[config.mk]
export PLATFORM = sky130hd
export DESIGN_NAME = mips_multicycle_ctrl
export DESIGN_NICKNAME = d
export VERILOG_FILES = /design/src/rtl/mips_ctrl_pkg.sv /design/src/rtl/mips_ctrl_outdec.sv /design/src/rtl/mips_multicycle_ctrl.sv
export SDC_FILE = /design/constraint.sdc
export NUM_CORES = 1
export LEC_CHECK = 0
export ABC_AREA = 1
export CORE_UTILIZATION = 24
export DETAILED_ROUTE_END_ITERATION = 8
export PLACE_DENSITY = 0.58
export SYNTH_ARGS = -nofsm -noshare
export SYNTH_HDL_FRONTEND = slang
export SYNTH_HIERARCHICAL = 1
export SYNTH_SLANG_ARGS = --single-unit
[constraint.sdc]
create_clock -name clk -period 1.87 [get_ports clk]
set_clock_uncertainty 0.15 [all_clocks]
set_input_delay 0.2805 -clock clk [delete_from_list [all_inputs] [get_ports clk]]
set_output_delay 0.2805 -clock clk [all_outputs]
set_load 0.005 [all_outputs]
[src/rtl/mips_ctrl_pkg.sv]
// Shared types and constants for the multicycle MIPS main control FSM.
// Latency: n/a (package only).
// Backpressure: n/a. Build option MIPS_CTRL_LOGIC_IMM_EN enables the andi/ori/xori dispatch.
package mips_ctrl_pkg;

    typedef enum logic [3:0] {
        INIT      = 4'd0,
        FETCH     = 4'd1,
        DECODE    = 4'd2,
        MEM_ADR   = 4'd3,
        MEM_RD    = 4'd4,
        MEM_WB    = 4'd5,
        MEM_WR    = 4'd6,
        R_EX      = 4'd7,
        R_WB      = 4'd8,
        BEQ_EX    = 4'd9,
        ADDI_EX   = 4'd10,
        IMM_WB    = 4'd11,
        J_EX      = 4'd12,
        LOGI_EX   = 4'd13
    } state_t;

    localparam logic [5:0] OP_RTYPE = 6'b000000;
    localparam logic [5:0] OP_LW    = 6'b100011;
    localparam logic [5:0] OP_SW    = 6'b101011;
    localparam logic [5:0] OP_BEQ   = 6'b000100;
    localparam logic [5:0] OP_ADDI  = 6'b001000;
    localparam logic [5:0] OP_J     = 6'b000010;
    localparam logic [5:0] OP_ANDI  = 6'b001100;
    localparam logic [5:0] OP_ORI   = 6'b001101;
    localparam logic [5:0] OP_XORI  = 6'b001110;

    localparam logic [1:0] ALU_ADD   = 2'b00;
    localparam logic [1:0] ALU_SUB   = 2'b01;
    localparam logic [1:0] ALU_FUNCT = 2'b10;
    localparam logic [1:0] ALU_LOGI  = 2'b11;

    localparam logic [1:0] PCSRC_ALU    = 2'b00;  // PC + 4 straight from the ALU
    localparam logic [1:0] PCSRC_ALUOUT = 2'b01;  // branch target latched in DECODE
    localparam logic [1:0] PCSRC_JUMP   = 2'b10;

    localparam logic [1:0] SRCB_REG     = 2'b00;
    localparam logic [1:0] SRCB_FOUR    = 2'b01;
    localparam logic [1:0] SRCB_IMM     = 2'b10;
    localparam logic [1:0] SRCB_IMM_SH2 = 2'b11;

    // Control word produced by the state decoder. fetch_gate marks the state whose
    // IR/PC write strobes must be qualified with MemReady.
    typedef struct packed {
        logic       pc_write;
        logic       branch;
        logic       iord;
        logic       mem_read;
        logic       mem_write;
        logic       ir_write;
        logic       reg_dst;
        logic       mem_to_reg;
        logic       reg_write;
        logic       alu_src_a;
        logic [1:0] alu_src_b;
        logic [1:0] alu_op;
        logic [1:0] pc_src;
        logic       ext_op;
        logic       fetch_gate;
    } ctrl_t;

    // DECODE dispatch target; unsupported opcodes return FETCH, which is also
    // how the top recognises an illegal instruction.
    function automatic state_t decode_dispatch(input logic [5:0] op);
        state_t nxt;
        case (op)
            OP_RTYPE:      nxt = R_EX;
            OP_LW, OP_SW:  nxt = MEM_ADR;
            OP_BEQ:        nxt = BEQ_EX;
            OP_ADDI:       nxt = ADDI_EX;
            OP_J:          nxt = J_EX;
`ifdef MIPS_CTRL_LOGIC_IMM_EN
            OP_ANDI, OP_ORI, OP_XORI: nxt = LOGI_EX;
`endif
            default:       nxt = FETCH;
        endcase
        return nxt;
    endfunction

endpackage

[src/rtl/mips_ctrl_outdec.sv]
// Pure state -> control-word decoder for the multicycle MIPS control FSM.
// Latency: combinational, zero cycles.
// Backpressure: none; MemReady gating of fetch strobes is applied by the top.
import mips_ctrl_pkg::*;

module mips_ctrl_outdec (
    input  state_t state,
    output ctrl_t  ctrl
);

    always_comb begin
        ctrl        = '0;
        ctrl.ext_op = 1'b1;
        case (state)
            INIT: begin
                ctrl.ext_op = 1'b0;           // everything quiet out of reset
            end
            FETCH: begin
                ctrl.mem_read   = 1'b1;
                ctrl.ir_write   = 1'b1;
                ctrl.pc_write   = 1'b1;
                ctrl.fetch_gate = 1'b1;
                ctrl.alu_src_b  = SRCB_FOUR;
                ctrl.alu_op     = ALU_ADD;
                ctrl.pc_src     = PCSRC_ALU;
            end
            DECODE: begin
                ctrl.alu_src_b = SRCB_IMM_SH2; // speculative branch target
                ctrl.alu_op    = ALU_ADD;
            end
            MEM_ADR: begin
                ctrl.alu_src_a = 1'b1;
                ctrl.alu_src_b = SRCB_IMM;
                ctrl.alu_op    = ALU_ADD;
            end
            MEM_RD: begin
                ctrl.iord     = 1'b1;
                ctrl.mem_read = 1'b1;
            end
            MEM_WB: begin
                ctrl.mem_to_reg = 1'b1;
                ctrl.reg_write  = 1'b1;
            end
            MEM_WR: begin
                ctrl.iord      = 1'b1;
                ctrl.mem_write = 1'b1;
            end
            R_EX: begin
                ctrl.alu_src_a = 1'b1;
                ctrl.alu_src_b = SRCB_REG;
                ctrl.alu_op    = ALU_FUNCT;
            end
            R_WB: begin
                ctrl.reg_dst   = 1'b1;
                ctrl.reg_write = 1'b1;
            end
            BEQ_EX: begin
                ctrl.alu_src_a = 1'b1;
                ctrl.alu_src_b = SRCB_REG;
                ctrl.alu_op    = ALU_SUB;
                ctrl.branch    = 1'b1;
                ctrl.pc_src    = PCSRC_ALUOUT;
            end
            ADDI_EX: begin
                ctrl.alu_src_a = 1'b1;
                ctrl.alu_src_b = SRCB_IMM;
                ctrl.alu_op    = ALU_ADD;
            end
`ifdef MIPS_CTRL_LOGIC_IMM_EN
            LOGI_EX: begin
                ctrl.alu_src_a = 1'b1;
                ctrl.alu_src_b = SRCB_IMM;
                ctrl.alu_op    = ALU_LOGI;
                ctrl.ext_op    = 1'b0;         // logical immediates are zero-extended
            end
`endif
            IMM_WB: begin
                ctrl.reg_write = 1'b1;
            end
            J_EX: begin
                ctrl.pc_write = 1'b1;
                ctrl.pc_src   = PCSRC_JUMP;
            end
            default: begin
                ctrl = '0;
            end
        endcase
    end

endmodule

[src/rtl/mips_multicycle_ctrl.sv]
// Main control FSM of the multicycle MIPS core: state register, next-state logic, strobe gating.
// Latency: Moore outputs decoded from the state register; FETCH IR/PC writes and Illegal react same cycle.
// Backpressure: MemReady stalls FETCH, MEM_RD and MEM_WR. Build option MIPS_CTRL_LOGIC_IMM_EN adds andi/ori/xori.
// Ports: clk, rst_n (async active-low); Opcode/Funct from IR; Zero from ALU; MemReady from memory;
//        PC, memory, register-file, ALU mux, extender and Illegal controls out.
import mips_ctrl_pkg::*;

module mips_multicycle_ctrl (
    input  logic       clk,
    input  logic       rst_n,
    input  logic [5:0] Opcode,
    input  logic [5:0] Funct,
    input  logic       Zero,
    input  logic       MemReady,
    output logic       PCWrite,
    output logic       Branch,
    output logic       PCEn,
    output logic       IorD,
    output logic       MemRead,
    output logic       MemWrite,
    output logic       IRWrite,
    output logic       RegDst,
    output logic       MemtoReg,
    output logic       RegWrite,
    output logic       ALUSrcA,
    output logic [1:0] ALUSrcB,
    output logic [1:0] ALUOp,
    output logic [1:0] PCSrc,
    output logic       ExtOp,
    output logic       Illegal
);

    state_t state;
    state_t dispatch;
    ctrl_t  ctrl;
    logic   strobe_ok;
    logic   unused_funct;

    // Funct is resolved by the ALU decoder, not here.
    assign unused_funct = ^Funct;
    assign dispatch     = decode_dispatch(Opcode);

    always_ff @(posedge clk or negedge rst_n) begin
        if (!rst_n) begin
            state <= INIT;
        end else begin
            case (state)
                INIT:    state <= FETCH;
                FETCH:   if (MemReady) state <= DECODE;
                DECODE:  state <= dispatch;
                MEM_ADR: state <= (Opcode == OP_SW) ? MEM_WR : MEM_RD;
                MEM_RD:  if (MemReady) state <= MEM_WB;
                MEM_WB:  state <= FETCH;
                MEM_WR:  if (MemReady) state <= FETCH;
                R_EX:    state <= R_WB;
                R_WB:    state <= FETCH;
                BEQ_EX:  state <= FETCH;
                ADDI_EX: state <= IMM_WB;
`ifdef MIPS_CTRL_LOGIC_IMM_EN
                LOGI_EX: state <= IMM_WB;
`endif
                IMM_WB:  state <= FETCH;
                J_EX:    state <= FETCH;
                default: state <= INIT;
            endcase
        end
    end

    mips_ctrl_outdec u_outdec (
        .state (state),
        .ctrl  (ctrl)
    );

    // In FETCH the IR load and PC+4 commit only on the cycle memory returns data.
    assign strobe_ok = ~ctrl.fetch_gate | MemReady;

    assign PCWrite  = ctrl.pc_write & strobe_ok;
    assign IRWrite  = ctrl.ir_write & strobe_ok;
    assign Branch   = ctrl.branch;
    assign PCEn     = PCWrite | (ctrl.branch & Zero);
    assign IorD     = ctrl.iord;
    assign MemRead  = ctrl.mem_read;
    assign MemWrite = ctrl.mem_write;
    assign RegDst   = ctrl.reg_dst;
    assign MemtoReg = ctrl.mem_to_reg;
    assign RegWrite = ctrl.reg_write;
    assign ALUSrcA  = ctrl.alu_src_a;
    assign ALUSrcB  = ctrl.alu_src_b;
    assign ALUOp    = ctrl.alu_op;
    assign PCSrc    = ctrl.pc_src;
    assign ExtOp    = ctrl.ext_op;
    // A DECODE that dispatches back to FETCH means the opcode is unsupported.
    assign Illegal  = (state == DECODE) && (dispatch == FETCH);

endmodule

# --- Yosys cells after proc, flatten, opt, wreduce, memory -nomap -nowiden ---
# Cells that the tools add are included.
totals:
  inputBits: 16
  register_bits: 4
  out_inout_bits: 19
  elab_cells: 60
op_classes:
  bitwise: 6
  eq_ne: 21
  reduce_logical: 13
  muxes: 19
op_table:
  columns: ["operator", "n"]
  rows:
  - ["one-hot mux 4 bit (5 select lines)", 2]
  - ["one-hot mux 4 bit (8 select lines)", 1]
  - ["== test 4 bit (second input constant)", 5]
  - ["== test 4 x 3 -> 1 bit (second input constant)", 4]
  - ["== test 6 bit (second input constant)", 2]
  - ["2-to-1 mux 4 bit", 3]
  - ["OR reduction 12 bit", 1]
  - ["2-to-1 mux 1 bit", 11]
  - ["OR reduction 2 bit", 5]
  - ["== test 4 x 1 -> 1 bit (second input constant)", 2]
  - ["== test 4 x 2 -> 1 bit (second input constant)", 2]
  - ["== test 6 x 2 -> 1 bit (second input constant)", 1]
  - ["== test 6 x 3 -> 1 bit (second input constant)", 1]
  - ["== test 6 x 4 -> 1 bit (second input constant)", 1]
  - ["zero test 6 bit", 1]
  - ["inequality test 2 bit (second input constant)", 3]
  - ["OR reduction 6 bit", 1]
  - ["zero test 4 bit", 1]
  - ["one-hot mux 2 bit (2 select lines)", 1]
  - ["OR reduction 4 bit", 1]
  - ["bitwise AND 1 bit", 3]
  - ["AND reduction 3 bit", 1]
  - ["OR reduction 3 bit", 1]
  - ["2-to-1 mux 2 bit", 1]
  - ["3 further kinds", 4]

# --- Longest topological paths before layout ---
logic_depth:
  depth_word: 6
  depth_mapped: 8
  ltp_nobuf: 8

# --- Modules after synthesis ---
# The synthesis kept the hierarchy.
modules_own_cells:
  columns: ["mod", "instances", "area_each_um2", "cells_each"]
  rows:
  - ["mips_multicycle_ctrl", 1, 432.9, 79]
  - ["mips_ctrl_outdec", 1, 178.9, 42]

# --- Worst setup path before layout ---
# Ideal clock, no wire load.
synth_timing:
  path_type: "reg2out"
  from: "register state[0]"
  to: "output PCEn"
  slack_ns: 0.286
  path_buffers: 0
  path_stages_with_launch: 6
  arrival_ns: 1.154
  t_required_ns: 1.439
  path_cell_list: "dfrtp_1 -> nor2_1 -> nand2_1 -> o21ai_0 -> inv_1 -> o21ai_0"
synth_lines:
  columns: ["item", "line", "rtl"]
  rows:
  - ["start, declared", "mips_multicycle_ctrl.sv:33", "state_t state;"]
  - ["start signal, assigned", "mips_multicycle_ctrl.sv:50", "DECODE: state <= dispatch;"]
  - ["start signal, assigned", "mips_multicycle_ctrl.sv:51", "MEM_ADR: state <= (Opcode == OP_SW) ? MEM_WR : MEM_RD;"]
  - ["end, declared", "mips_multicycle_ctrl.sv:17", "output logic PCEn,"]

==> results.yml <==
timing:
  fin_hold_ws_ns: 0.1002
  finalSetupViolations: 0
  finalSetupTns_ns: 0
  timing.final.hold_violations: 0
  maxClockFrequency_ghz: 0.5485
  maxSlewHeadroom: 0.8542
  worst-slew-pin-transition_ns: 0.2184
  slew_viol_final: 0
  min_period_ns: 1.823
  min_period_over_period: 0.9749
  rsz0062_at_grt: "yes"
pwr:
  p_switching_w: 0.0006487
  vdd_ir_max_v: 0.0006955
  pwr-share-clk: 0.069
  p_comb_frac: 0.816
  internal_power_w: 0.0008040
  power.share.switching: 0.4466
  seq_power_share: 0.115
  p_leak_nw: 0.7859
  power-per-cell-area_mw_per_mm2: 1169
drt:
  routed_via_density: 4.488
  drt-wirelength-per-cell_um: 9.629
  dr.first_iter.drc_count: 28
  antenna_violating_nets_post_route: 0
  totalWireLength_um: 2051
  number_of_search_and_repair_iterations_in_the_first_detailed_routing_pass: 4
  route.detailed.drc: 0
  vias: 956
synth:
  synth.cell_area_um2: 611.8
  synth_cell_type_count: 16
  synth_top_cells_by_area: "sky130_fd_sc_hd__nand2_1 (21%), sky130_fd_sc_hd__dfrtp_1 (16%), sky130_fd_sc_hd__nor2_1 (14%), sky130_fd_sc_hd__inv_1 (12%), sky130_fd_sc_hd__nand3_1 (11%)"
  ys_seq_area_frac: 0.1636
  number_of_instances_in_the_synthesized_netlist: 121
  post_synth.cell_area_avg_um2: 5.057
  synth-seq-cells: 4
  synth_warnings: 6
  synth.net_count: 137
  synth_top_cell_area_share: 0.2086
  synthDominantAreaCellType: "sky130_fd_sc_hd__nand2_1"
floorplanning:
  floorplan.rows: 17
  initial_core_util: 0.2663
  dieHeight_um: 52.49
  coreArea_mm2: 0.002297
  num_io_pins: 35
  die-width_um: 52.49
  fp.dieArea_mm2: 0.002755
placement:
  routabilityCongestion: 0.8832
  place.port_buffers: 28
  detailedPlacementHpwl_um: 1563
finish:
  largest-register: "state"
  biggestRegsByFlops: "state (4)"
  final.fill_count: 255
  multi_input_gate_area_in_the_final_layout_um2: 451.7
  largest_register_ffs: 4
  final_layout_size_suffix_gt1_frac: 0.4108
  antennaDiodeCount: 0
  area.sequential_um2: 102.6
  syn_to_final_growth_pct: 103.1
  layout.nets: 203
outcome:
  run_status: "complete, no violations"
setup_path:
  cp_data_arrival_time_ns: 1.39
  required_ns: 1.44
  reg2reg_from: "state[0]"
  worst-setup-path-type: "reg -> out"
  crit_path_max_fanout: 4
  rr_endpoint: "state[1]"
  critPathLaunchType: "flop"
  worst-r2r-setup-slack_ns: 0.32
  worst_setup_path_end_kind: "primary output"
  r2r.worst_path.cells: 9
global_route:
  grt_overflow_total: 0
  grt_max_degree: 10
  grt_pass1_vias: 810
  antenna_found_initial: 0
  groute.usage.overall: 0.1386
  grt_first_pass_wirelength_um: 2987
cts:
  clk_latency_ns: 0.23
  cts_sinks: 4
  cts-buffers-inserted: 3
  cts_max_path_buffers: 2
  post_cts_hold_buffer_count: 0
  tritoncts: "yes"
  cts_max_level: 1
  cts.reportedPaths.clkPinSlew_ns: 0.04
  cts_root_buf: "sky130_fd_sc_hd__clkbuf_4"
flow_run:
  timing.max_cap.violations: 0
worst_hold_path:
  min-delay-path-class: "in -> async"
## kinds of logic after synthesis
family | Yosys count | share of synthesized area
AO/OA/AOI/OAI | 7 | 0.06134
buffers and inverters | 28 | 0.1840
AND/OR/NAND/NOR | 82 | 0.5910
flip-flops | 4 | 0.1636
## cell usage in the layout (no fill, tap or decap), types with 3 or more instances in the layout
cell type / synthesis / layout
sky130_fd_sc_hd__dlygate4sd2_1: 0 / 9
sky130_fd_sc_hd__dlymetal6s2s_1: 0 / 7
sky130_fd_sc_hd__inv_1: 20 / 14
sky130_fd_sc_hd__nor2_4: 1 / 3
sky130_fd_sc_hd__nor2_2: 3 / 6
sky130_fd_sc_hd__nand2_2: 2 / 3
sky130_fd_sc_hd__buf_4: 2 / 30
sky130_fd_sc_hd__nand2_4: 0 / 3
sky130_fd_sc_hd__nand4_1: 4 / 4
sky130_fd_sc_hd__nand3_1: 14 / 13
sky130_fd_sc_hd__clkbuf_2: 0 / 5
sky130_fd_sc_hd__clkbuf_4: 0 / 3
sky130_fd_sc_hd__inv_2: 6 / 12
sky130_fd_sc_hd__nor2_1: 23 / 18
sky130_fd_sc_hd__o21ai_1: 1 / 3
sky130_fd_sc_hd__buf_6: 0 / 5
sky130_fd_sc_hd__nand2_1: 34 / 30
sky130_fd_sc_hd__clkdlybuf4s50_1: 0 / 3
## critical path, cell delays in order (launching register included)
cell and delay (ns):
sky130_fd_sc_hd__dfrtp_2 0.43, sky130_fd_sc_hd__inv_2 0.09, sky130_fd_sc_hd__nand2_4 0.06, sky130_fd_sc_hd__inv_2 0.07, sky130_fd_sc_hd__nand2_4 0.06, sky130_fd_sc_hd__inv_2 0.05, sky130_fd_sc_hd__inv_2 0.03, sky130_fd_sc_hd__nor2_2 0.09
sky130_fd_sc_hd__buf_4 0.12, sky130_fd_sc_hd__o21ai_1 0.05, sky130_fd_sc_hd__clkbuf_2 0.11
## cell usage after synthesis
library cell                n
sky130_fd_sc_hd__nand3_1   14
sky130_fd_sc_hd__dfrtp_1    4
sky130_fd_sc_hd__nor2_1    23
sky130_fd_sc_hd__nand4_1    4
sky130_fd_sc_hd__buf_4      2
sky130_fd_sc_hd__nand2_2    2
sky130_fd_sc_hd__inv_1     20
sky130_fd_sc_hd__nand2_1   34
sky130_fd_sc_hd__a21oi_1    1
sky130_fd_sc_hd__nor2_4     1
sky130_fd_sc_hd__o21ai_0    4
sky130_fd_sc_hd__nor2_2     3
sky130_fd_sc_hd__o21ai_1    1
sky130_fd_sc_hd__inv_2      6
sky130_fd_sc_hd__o211ai_1   1
sky130_fd_sc_hd__nor3_2     1
## through the flow
| stage | cells | power (W) | util | setup slack (ns) | cell area (µm²) |
|---|---|---|---|---|---|
| after floorplan | 121 | 0.0006383 | - | 0.2858 | 611.8 |
| after global placement | 200 | 0.001215 | 0.4788 | -0.3320 | 1100 |
| after detailed placement | 200 | 0.001231 | 0.4788 | -0.3302 | 1100 |
| after CTS | 207 | 0.001353 | 0.5076 | -0.1709 | 1166 |
| after global routing | 213 | 0.001594 | 0.5409 | -0.03425 | 1242 |
| final | 213 | 0.001453 | 0.5409 | 0.04698 | 1242 |
## area by class of cell
type                    instances  area share
repair buffers                 63      0.4290
multi-input cells              89      0.3635
flip-flops and latches          4     0.08258
inverters                      26     0.07855
well taps                      28     0.02820
clock buffers                   3     0.01813
## per-layer routing
layer	part of all wire	wire length [µm]	GRT usage	vias up
met5	0	0	0	-
met4	0.0073	15	0.01316	0
met3	0.051	105	0.008696	2
met2	0.55	1127	0.3017	32
met1	0.39	803	0.1419	423
li1	-	-	-	499
## power by group through the flow
stage	sequential, W	clock (W)	combinational (W)
6_report	0.000167	0.000100	0.00119
3_5_place_dp	0.000153	0	0.00108
4_1_cts	0.000168	0.000102	0.00108
3_3_place_gp	0.000150	0	0.00107
5_1_grt	0.000171	0.000106	0.00132
2_1_floorplan	0.000178	0	0.000460
## worst max-delay path by stage
stage / startpoint / endpoint / slack, ns
2_1_floorplan: state[0] / PCEn / 0.29
3_3_place_gp: Opcode[0] / Illegal / -0.33
3_5_place_dp: Opcode[3] / Illegal / -0.33
4_1_cts: state[2] / PCSrc[0] / -0.17
5_1_grt: state[1] / PCEn / -0.03
6_report: state[1] / PCEn / 0.05
## what timing repair did
item                                    CTS  global route
gates resized for setup                  45            28
buffers inserted                          4             6
endpoints found under the setup margin   19            11
pin swaps                                 3             4
(Power assumes the default switching activity.)
